### src/rtl/calc_responder.sv
// calc_responder: buffers x/y operand requests in a small FIFO, computes
// z = x + y over a fixed latency and returns it on a tagged valid/ready
// response channel.
// Ports:
//   clk, rst            single clock, synchronous active-high reset
//   req_valid/req_ready request handshake; x, y sampled on acceptance
//   rsp_valid/rsp_ready response handshake; z, rsp_tag held while valid
//   pending             outstanding requests (FIFO + in-flight)
//   busy                pending != 0
module calc_responder #(
    parameter int DATA_W  = 8,
    parameter int DEPTH   = 4,
    parameter int LATENCY = 2,
    parameter int TAG_W   = 4
) (
    input  logic                        clk,
    input  logic                        rst,
    input  logic                        req_valid,
    output logic                        req_ready,
    input  logic [DATA_W-1:0]           x,
    input  logic [DATA_W-1:0]           y,
    output logic                        rsp_valid,
    input  logic                        rsp_ready,
    output logic [DATA_W:0]             z,
    output logic [TAG_W-1:0]            rsp_tag,
    output logic [$clog2(DEPTH+2)-1:0]  pending,
    output logic                        busy
);

    localparam int PTR_W  = $clog2(DEPTH);
    localparam int CNT_W  = $clog2(DEPTH + 1);
    localparam int PEND_W = $clog2(DEPTH + 2);
    localparam int LAT_W  = $clog2(LATENCY + 1);

    localparam logic [1:0] IDLE    = 2'd0;
    localparam logic [1:0] COMPUTE = 2'd1;
    localparam logic [1:0] HOLD    = 2'd2;

    logic [DATA_W-1:0] mem_x   [DEPTH];
    logic [DATA_W-1:0] mem_y   [DEPTH];
    logic [TAG_W-1:0]  mem_tag [DEPTH];

    logic [PTR_W-1:0]  wr_ptr;
    logic [PTR_W-1:0]  rd_ptr;
    logic [CNT_W-1:0]  count;
    logic [TAG_W-1:0]  tag_ctr;

    logic [1:0]        state;
    logic [LAT_W-1:0]  cnt;
    logic [DATA_W-1:0] op_x;
    logic [DATA_W-1:0] op_y;
    logic [TAG_W-1:0]  op_tag;

    logic empty;
    logic push;
    logic pop;

    assign empty     = (count == '0);
    assign req_ready = (count != CNT_W'(DEPTH));
    assign push      = req_valid && req_ready;

    // The head is taken either from IDLE or in the same edge a held
    // result is handed off; a freshly pushed entry is never bypassed.
    always_comb begin
        pop = 1'b0;
        if (!empty) begin
            if (state == IDLE)
                pop = 1'b1;
            else if (state == HOLD && rsp_ready)
                pop = 1'b1;
        end
    end

    assign pending = PEND_W'(count) + PEND_W'(state != IDLE);
    assign busy    = (pending != '0);

    always_ff @(posedge clk) begin
        if (push) begin
            mem_x[wr_ptr]   <= x;
            mem_y[wr_ptr]   <= y;
            mem_tag[wr_ptr] <= tag_ctr;
        end
    end

    always_ff @(posedge clk) begin
        if (rst) begin
            wr_ptr  <= '0;
            rd_ptr  <= '0;
            count   <= '0;
            tag_ctr <= '0;
        end else begin
            if (push) begin
                wr_ptr  <= wr_ptr + PTR_W'(1);
                tag_ctr <= tag_ctr + TAG_W'(1);
            end
            if (pop)
                rd_ptr <= rd_ptr + PTR_W'(1);
            case ({push, pop})
                2'b10:   count <= count + CNT_W'(1);
                2'b01:   count <= count - CNT_W'(1);
                default: count <= count;
            endcase
        end
    end

    always_ff @(posedge clk) begin
        if (rst) begin
            state     <= IDLE;
            cnt       <= '0;
            op_x      <= '0;
            op_y      <= '0;
            op_tag    <= '0;
            rsp_valid <= 1'b0;
            z         <= '0;
            rsp_tag   <= '0;
        end else begin
            if (pop) begin
                op_x   <= mem_x[rd_ptr];
                op_y   <= mem_y[rd_ptr];
                op_tag <= mem_tag[rd_ptr];
                cnt    <= LAT_W'(LATENCY - 1);
            end
            case (state)
                IDLE: begin
                    if (pop)
                        state <= COMPUTE;
                end
                COMPUTE: begin
                    if (cnt == '0) begin
                        z         <= {1'b0, op_x} + {1'b0, op_y};
                        rsp_tag   <= op_tag;
                        rsp_valid <= 1'b1;
                        state     <= HOLD;
                    end else begin
                        cnt <= cnt - LAT_W'(1);
                    end
                end
                HOLD: begin
                    if (rsp_ready) begin
                        rsp_valid <= 1'b0;
                        state     <= pop ? COMPUTE : IDLE;
                    end
                end
                default: state <= IDLE;
            endcase
        end
    end

endmodule

### config.mk
export PLATFORM = sky130hd
export DESIGN_NAME = calc_responder
export DESIGN_NICKNAME = d
export VERILOG_FILES = /design/src/rtl/calc_responder.sv
export SDC_FILE = /design/constraint.sdc
export NUM_CORES = 1
export LEC_CHECK = 0
export BUFFER_PORTS_ARGS = -buffer_cell sky130_fd_sc_hd__clkbuf_2
export CAP_MARGIN = 20
export CORE_ASPECT_RATIO = 1.25
export CORE_MARGIN = 2
export CORE_UTILIZATION = 43
export DETAILED_ROUTE_END_ITERATION = 10
export PLACE_DENSITY = 0.6
export SYNTH_ARGS = -nofsm -noshare
export SYNTH_HDL_FRONTEND = slang
export SYNTH_SLANG_ARGS = --single-unit
### constraint.sdc
create_clock -name clk -period 6.1 [get_ports clk]
set_clock_uncertainty 0.05 [all_clocks]
set_input_delay 0.915 -clock clk [delete_from_list [all_inputs] [get_ports clk]]
set_output_delay 0.915 -clock clk [all_outputs]
set_load 0.05 [all_outputs]
Word-level counts from Yosys, hierarchy flattened
Memory sizes are Yosys's and may differ from the RTL's. A register that Yosys moved wholly into a read port is not among the register bits.
Cells that the tools add are included.

operators by class
  add/subtract/negate cells = 8
  equality and inequality tests = 8
  multiplexer cells = 17
  reductions and logical operators = 12

operators with widths
  cell                                                                 count
  2-bit two-way mux                                                    6
  8-bit by 8-bit adder with 9-bit output                               1
  1-bit two-way mux                                                    8
  2-bit != test (second input constant)                                3
  2-bit one-hot mux with 3 select lines                                1
  3-bit one-hot mux with 2 select lines                                1
  3-bit AND reduction                                                  2
  2-bit nonzero test                                                   3
  2-bit by 1-bit adder with 2-bit output (second input constant)       2
  4-bit by 1-bit adder with 4-bit output (second input constant)       1
  2-bit by 1-bit == test with 1-bit output (second input constant)     2
  2-bit == test (second input constant)                                2
  2-bit logical NOT                                                    2
  3-bit by 1-bit adder with 3-bit output                               1
  3-bit by 1-bit adder with 3-bit output (second input constant)       1
  3-bit logical NOT                                                    1
  3-bit != test (second input constant)                                1
  3-bit nonzero test                                                   1
  3-bit by 1-bit subtractor with 3-bit output (second input constant)  1
  1-bit logical AND                                                    2
  1-bit one-hot mux with 2 select lines                                1
  2-bit AND reduction                                                  1
  2-bit by 1-bit subtractor with 2-bit output (second input constant)  1

word-level totals
  flip-flop bits (word level) = 29
  RAM bits = 80
  output and inout port bits = 19
  logic and storage cells = 57
  memories = 3

memory list
  name     words  width  rd ports  clocked after Yosys merged registers in  wr ports  RTL line  RTL
  mem_x    4      8      1         1                                        1         39        logic [DATA_W-1:0] mem_x [DEPTH];
  mem_y    4      8      1         1                                        1         40        logic [DATA_W-1:0] mem_y [DEPTH];
  mem_tag  4      4      1         1                                        1         41        logic [TAG_W-1:0] mem_tag [DEPTH];

Depth between registers and ports, before layout
Gate-level depths: netlist of the first run.

  word-level depth = 8
  depth in mapped cells = 11
  depth with buffers taken out = 9

Worst setup path before layout of the first run
OpenSTA, ideal clock, no wires.

  path kind = flip-flop to output port
  start = register state[1]
  end = output busy
  data arrival time = 2.271 ns
  slack = 2.864 ns
  stages on the path, launching flop included = 6
  path through = dfxtp_1 or2_2 ha_1 ha_1 xor2_1 or3_1

on the way
  word-level cells in the longest chain between the ends = 3

RTL lines
  element                                 RTL line  RTL
  start, declared                         48        logic [1:0] state;
  start signal, assigned                  141       state <= pop ? COMPUTE : IDLE;
  2-bit nonzero test                      74        assign pending = PEND_W'(count) + PEND_W'(state != IDLE);
  3-bit by 1-bit adder with 3-bit output  74
  via pending[2]                          26        output logic [$clog2(DEPTH+2)-1:0] pending,
  3-bit nonzero test                      75        assign busy = (pending != '0);
  end, declared                           27        output logic busy

The timed path passes the listed nets, and every way through them passes these cells.

Final worst setup path of the first run
  start = input rsp_ready
  end = register count[2]

on the way
  word-level cells in the longest chain between the ends = 6
  elaborated cells between the ends (all ways) = 8
  those cells by class = eq/ne: 2; mux: 4; reduce/logical: 2

RTL lines
  element                                                                             RTL line  RTL
  start, declared                                                                     23        input logic rsp_ready,
  1-bit logical AND *                                                                 69        else if (state == HOLD && rsp_ready)
  1-bit two-way mux *                                                                 69
  1-bit two-way mux *                                                                 67        if (state == IDLE)
  1-bit two-way mux *                                                                 66        if (!empty) begin
  2-bit by 1-bit == test with 1-bit output / 2-bit == test (equally long branches)    98        case ({push, pop})
  3-bit one-hot mux with 2 select lines / 2-bit nonzero test (equally long branches)  n/a
  end signal, assigned                                                                99        2'b10: count <= count + CNT_W'(1);
  end signal, assigned                                                                100       2'b01: count <= count - CNT_W'(1);
  end signal, assigned                                                                101       default: count <= count;
  end, declared                                                                       45        logic [CNT_W-1:0] count;

Mark *: on every way between the ends. The rest lies on a longest branch, timed or not.
A chain may end at the register's enable or synchronous reset.

==> impl_metrics.json, run 1 <==
{
  "crit_fanout": 24,
  "setup_viol": 0,
  "synth_nets": 422,
  "r2r_end": "count[2]$_SDFFE_PP0P_",
  "holdBufCountCts": 0,
  "io_buffers": 38,
  "grt_pass1_vias": 2963,
  "dieArea_sq_um": 13000,
  "finalCritPeriodShare_pct": 55.2,
  "start_kind": "primary input",
  "drt_iter0_markers": 93,
  "start_util_pct": 44.4,
  "grt-ovfl-total": 0,
  "drv_slew": 0,
  "root_buffer": "clkbuf_16",
  "ys_seq_area_share_pct": 65.3,
  "syn_avg_cell_area_sq_um": 13.5,
  "reg2reg_from": "count[0]$_SDFFE_PP0P_",
  "clkLatencyLatePin_ns": 0.40,
  "holdWs_ns": 0.399,
  "cts-htree-levels": 4,
  "cts_resized": 0,
  "synth.largest_area_cell": "edfxtp_1",
  "antenna_found_initial": 0,
  "synthFlopType": "edfxtp_1",
  "peakVddDrop_mv": 0.229,
  "cts_buffers": 17,
  "ys_warn_count": 0,
  "gp_congestion": 0.727,
  "syn2layout_area_growth_pct": 18.5,
  "cp-end-kind": "flop",
  "hpwl_um": 5820,
  "fin_crit_ns": 3.37,
  "tritoncts": "done",
  "crit_arrival_ns": 3.64,
  "rsz0062_at_grt": "false",
  "worstSetupStartpoint": "rsp_ready",
  "synth_edf_count": 80,
  "hold_viol_final": 0,
  "vias": 3062,
  "reg2reg_slack_ns": 2.84,
  "core_area_sq_um": 11700,
  "die_w_um": 102,
  "num_rows": 44,
  "die_h_um": 127,
  "drt_wl_total_um": 9200,
  "firstDrtPassIters": 4,
  "slew_headroom_pct": 27.5,
  "grtUsageTotal_pct": 15.5,
  "routed_via_density": 5.11,
  "clk_pin_slew_ns": 0.05,
  "synthCells": 384,
  "n_antenna_cell": 0,
  "post_synth_instance_area_sq_um": 5180,
  "drtAntennaViolNets": 0,
  "post-synth-top-count-cell": "edfxtp_1",
  "cts.sinks": 129,
  "synth_top_area_share_pct": 46.3,
  "cts_setup_buffers": 0,
  "r2r.worst_path.cells": 9,
  "outcome": "finished, final reports clean",
  "yosysUniqueCellTypes": 39,
  "power_density_nw_per_um2": 484,
  "drive_above_1_share_pct": 21.9,
  "cellLeakagePower_nw": 2.24,
  "max_freq_mhz": 297,
  "drc": 0,
  "grt_pass1_wl_um": 14800,
  "worstSetupPathType": "primary input to flop",
  "pin_count": 39,
  "final_nets": 464,
  "max_slew.worst_pin.slew_ns": 1.09,
  "grt_max_degree": 50,
  "cap_violations": 0,
  "async_reset_ff_share_pct": 0,
  "worstHoldStart": "z[0]$_SDFFE_PP0P_",
  "crit_required_ns": 6.37,
  "wl_per_cell_um": 15.4,
  "synth_seq_cells": 129,
  "synthTopCellsByCount": "edfxtp_1, nand2_1, dfxtp_1",
  "clock_path_buffers": 2,
  "synthTopCellsByArea": "edfxtp_1, dfxtp_1, mux4_2",
  "fin_setup_tns_ns": 0,
  "hp-class": "flop to flop",
  "crit_path_end": "count[2]$_SDFFE_PP0P_"
}
==> critical path: stages <==
cell and delay [ns]:
clkbuf_2 0.10, nor2b_1 0.04, or3_1 0.63, inv_1 0.61, ha_1 0.30, inv_1 0.06
fa_1 0.37, xor2_1 0.16, or3_1 0.30, a21oi_1 0.13
==> state kept, by name, indices dropped and copies added (netlist names) <==
| name | cells |
|---|---|
| mem_x | 32 |
| mem_y | 32 |
| mem_tag | 16 |
| z | 9 |
| op_x | 8 |
| op_y | 8 |
| op_tag | 4 |
| rsp_tag | 4 |
| tag_ctr | 4 |
| count | 3 |
| cnt | 2 |
| rd_ptr | 2 |
| state | 2 |
| wr_ptr | 2 |
| rsp_valid | 1 |
==> area by class of cell <==
class                           instances  area, sq um
Sequential cell                       129         3380
Multi-Input combinational cell        223         1670
Inverter                               13         48.8
Clock buffer                           27          546
Clock inverter                          4         22.5
Timing Repair Buffer                   42          268
Fill cell                            1009         5530
Tap cell                              161          201
==> how the worst min path moves through the flow <==
stage	cells past startpoint	end
3_3_place_gp	2	z[4]$_SDFFE_PP0P_
2_1_floorplan	2	rsp_tag[0]$_SDFFE_PP0P_
4_1_cts	2	z[0]$_SDFFE_PP0P_
6_report	2	z[0]$_SDFFE_PP0P_
5_1_grt	2	z[0]$_SDFFE_PP0P_
3_5_place_dp	2	z[4]$_SDFFE_PP0P_
==> cells in the final DEF (no fill, tap or decap), types with 2 or more instances in the layout <==
| master | synthesis | routed |
|---|---|---|
| edfxtp_1 | 80 | 80 |
| nand2_1 | 59 | 59 |
| dfxtp_1 | 49 | 49 |
| clkbuf_2 | 0 | 38 |
| a21oi_1 | 36 | 36 |
| mux4_2 | 20 | 20 |
| clkbuf_16 | 0 | 19 |
| ha_1 | 16 | 16 |
| nor2_1 | 15 | 15 |
| inv_1 | 13 | 13 |
| nand3_1 | 9 | 9 |
| o21ai_0 | 7 | 7 |
| xor2_1 | 6 | 6 |
| nor3_1 | 5 | 5 |
| or3_1 | 5 | 5 |
| and3_1 | 5 | 5 |
| or2_2 | 4 | 4 |
| a211oi_1 | 4 | 4 |
| o211ai_1 | 4 | 4 |
| clkbuf_1 | 11 | 4 |
| clkbuf_8 | 0 | 4 |
| xnor2_1 | 3 | 3 |
| o21a_1 | 3 | 3 |
| o311ai_0 | 3 | 3 |
| clkinv_2 | 0 | 3 |
| nor2b_1 | 2 | 2 |
| a221oi_1 | 2 | 2 |
| fa_1 | 2 | 2 |
| buf_16 | 0 | 2 |
==> layer usage <==
layer | track usage (%) | vias up | share of wire (%)
met2 | 25.5 | 50 | 51
met5 | 0 | - | 0
li1 | - | 1506 | -
met1 | 18.9 | 1490 | 44
met4 | 6.12 | 0 | 1.8
met3 | 4.63 | 16 | 3.3
==> cells by family after synthesis <==
kind of cell,share of synthesized area [%]
flip-flops,65.3
AND/OR/NAND/NOR,9.51
AO/OA/AOI/OAI,7.92
buffers and inverters,2.46
multiplexers,8.69
adder cells (fa/ha/maj),4.63
XOR/XNOR,1.52
==> per-stage QoR <==
stage                     worst slack (ns)  instances  area [sq um]  total power [mW]  utilization (%)
after CTS                             2.72        597          6100              3.00             52.3
after detailed placement              2.30        566          5530              2.05             47.4
after global routing                  2.50        599          6140              3.15             52.6
final                                 2.73        599          6140              2.98             52.6
after global placement                2.35        565          5500              2.03             47.2
after floorplan                       2.86        384          5180              1.86                -
==> report_power, final <==
| group | leakage [nW] | internal (mW) | switching [mW] |
|---|---|---|---|
| registers | 1.14 | 1.09 | 0.0912 |
| logic | 0.821 | 0.309 | 0.547 |
| clock network | 0.279 | 0.607 | 0.335 |
| total | 2.24 | 2.00 | 0.973 |
No activity file was read; power rests on OpenSTA's default activity.
==> inputs of run 2 (changes only) <==
--- a/config.mk
+++ b/config.mk
@@ -11,7 +11,7 @@
 export CORE_MARGIN = 2
 export CORE_UTILIZATION = 43
 export DETAILED_ROUTE_END_ITERATION = 10
-export PLACE_DENSITY = 0.6
+export PLACE_DENSITY = 0.63
 export SYNTH_ARGS = -nofsm -noshare
 export SYNTH_HDL_FRONTEND = slang
 export SYNTH_SLANG_ARGS = --single-unit
==> constraint.sdc (replaced) <==
create_clock -name clk -period 2.9 [get_ports clk]
set_clock_uncertainty 0.05 [all_clocks]
set_input_delay 0.435 -clock clk [delete_from_list [all_inputs] [get_ports clk]]
set_output_delay 0.435 -clock clk [all_outputs]
set_load 0.05 [all_outputs]
==> impl_metrics.json, run 2 (synthesis gave the netlist of run 1 again) <==
{
  "crit_fanout": 9,
  "crit_required_ns": 2.41,
  "drtAntennaViolNets": 0,
  "clock_path_buffers": 2,
  "cts-htree-levels": 4,
  "pin_count": 39,
  "root_buffer": "clkbuf_16",
  "power_frac_clock_pct": 33.3,
  "power_density_nw_per_um2": 1040,
  "max_stage_delay_ns": 0.36,
  "clkLatencyLatePin_ns": 0.41,
  "grtUsageTotal_pct": 16.0,
  "grt_max_degree": 29,
  "gp_congestion": 0.754,
  "hold_viol_final": 0,
  "dieArea_sq_um": 13000,
  "hp-class": "primary input to flop",
  "crit_top_cell": "ha_1",
  "p_switching_mw": 2.08,
  "core_area_sq_um": 11700,
  "max_slew.worst_pin.slew_ns": 0.596,
  "grt_pass1_vias": 3189,
  "finalCritPeriodShare_pct": 91.6,
  "drv_slew": 0,
  "antenna_found_initial": 0,
  "min_delay_path_depth": 1,
  "fin_ws_ns": 0.243,
  "worstHoldStart": "x[7]",
  "cts_buffers": 17,
  "p_total_mw": 6.43,
  "dp_slack_ns": 0.321,
  "routed_via_density": 5.02,
  "internal-power_mw": 4.35,
  "fin_crit_ns": 2.66,
  "switching_share_pct": 32.3,
  "place_area_sq_um": 5560,
  "cts_setup_buffers": 0,
  "placedCellCount": 573,
  "reg2reg_slack_ns": 0.31,
  "start_util_pct": 44.4,
  "start_kind": "flop",
  "max_freq_mhz": 376,
  "cts_resized": 0,
  "wl_per_cell_um": 15.2,
  "rsz0062_at_grt": "false",
  "r2r.worst_path.cells": 8,
  "cp_cell_sequence": "or2_2 -> ha_1 -> ha_1 -> xor2_1 -> or3_1 -> clkbuf_2",
  "io_buffers": 38,
  "n_antenna_cell": 0,
  "r2r_end": "count[2]$_SDFFE_PP0P_",
  "cap_violations": 0,
  "drc": 0,
  "final_cells": 604,
  "multi_input_comb_area_sq_um": 1670,
  "hold_end": "mem_x[3][7]$_DFFE_PP_",
  "final_common_cell": "edfxtp_1",
  "tritoncts": "done",
  "cpLargestDelayFamily": "simple AND/OR/NAND/NOR gates",
  "num_rows": 44,
  "regArea_sq_um": 3380,
  "setup_viol": 0,
  "outcome": "finished, final reports clean",
  "die_h_um": 127,
  "drt_wl_total_um": 9160,
  "finish.instance_area_sq_um": 6160,
  "worstSetupPathType": "flop to output pin",
  "crit_arrival_ns": 2.17,
  "firstDrtPassIters": 5,
  "grt-ovfl-total": 0,
  "peakVddDrop_mv": 0.457,
  "final_cell_mix": "edfxtp_1, nand2_1, dfxtp_1, clkbuf_2, a21oi_1",
  "slowest_stage": "dfxtp_1",
  "reg2reg_from": "count[2]$_SDFFE_PP0P_",
  "vias": 3033,
  "holdBufCountCts": 0,
  "power_frac_comb_pct": 28.7,
  "reg.largest.list": "mem_x (32), mem_y (32), mem_tag (16)",
  "syn2layout_area_growth_pct": 18.9,
  "drt_iter0_markers": 129,
  "die_w_um": 102,
  "nFillCells": 1029,
  "cellLeakagePower_nw": 2.25,
  "drive_above_1_share_pct": 22.6,
  "path_buf_inv": 1,
  "slew_headroom_pct": 60.3,
  "final_nets": 469,
  "hpwl_um": 5970,
  "cp-end-kind": "output pin",
  "cts.sinks": 129,
  "clk_pin_slew_ns": 0.06,
  "fin_setup_tns_ns": 0,
  "seqPwrFrac_pct": 38.1,
  "grt_pass1_wl_um": 15400
}
==> run 2: cell type report <==
type,instances,area share (%)
Sequential cell,129,54.9
Multi-Input combinational cell,223,27.2
Clock buffer,17,6.90
Timing Repair Buffer,47,4.18
Tap cell,161,3.27
Clock inverter,14,2.78
Inverter,13,0.792
==> run 2: worst register-to-register path, stage by stage, from the launching register on <==
cell     delay [ns]
dfxtp_1        0.41
or3b_2         0.57
nand2_1        0.22
ha_1           0.22
inv_1          0.06
fa_1           0.37
xor2_1         0.15
or3_1          0.31
a21oi_1        0.16
==> run 2: worst max path at each step <==
stage	startpoint	end	slack, ns	depth (start not counted)
after CTS	state[1]$_SDFFE_PP0P_	busy	0.23	6
after detailed placement	count[2]$_SDFFE_PP0P_	count[2]$_SDFFE_PP0P_	0.32	8
after global routing	state[1]$_SDFFE_PP0P_	busy	0.13	6
after global placement	count[2]$_SDFFE_PP0P_	count[2]$_SDFFE_PP0P_	0.42	8
after floorplan	count[2]$_SDFFE_PP0P_	count[2]$_SDFFE_PP0P_	0.14	9
final	state[1]$_SDFFE_PP0P_	busy	0.24	6
==> run 2: metal layers <==
metal  up-vias  track usage, %  part of all wire, %
li1       1511               -                    -
met1      1464            18.7                   43
met2        51            27.0                   52
met3         7            4.52                  3.2
met4         0            7.29                  1.0
met5         -               0                    0
==> run 2: power groups by stage <==
stage / registers [mW] / clock network (mW) / logic [mW]
global route: 2.49 / 2.26 / 2.06
detailed placement: 2.49 / 0 / 1.86
finish: 2.45 / 2.14 / 1.84
global placement: 2.47 / 0 / 1.83
CTS: 2.45 / 2.18 / 1.87
floorplan: 2.58 / 0 / 1.34
==> run 2: stage by stage <==
step                      hold WS (ns)  utilization [%]
after floorplan                  0.382                -
after global placement           0.391             47.7
after detailed placement         0.397             47.7
after CTS                        0.180             52.8
after global routing             0.184             52.8
final                            0.192             52.8
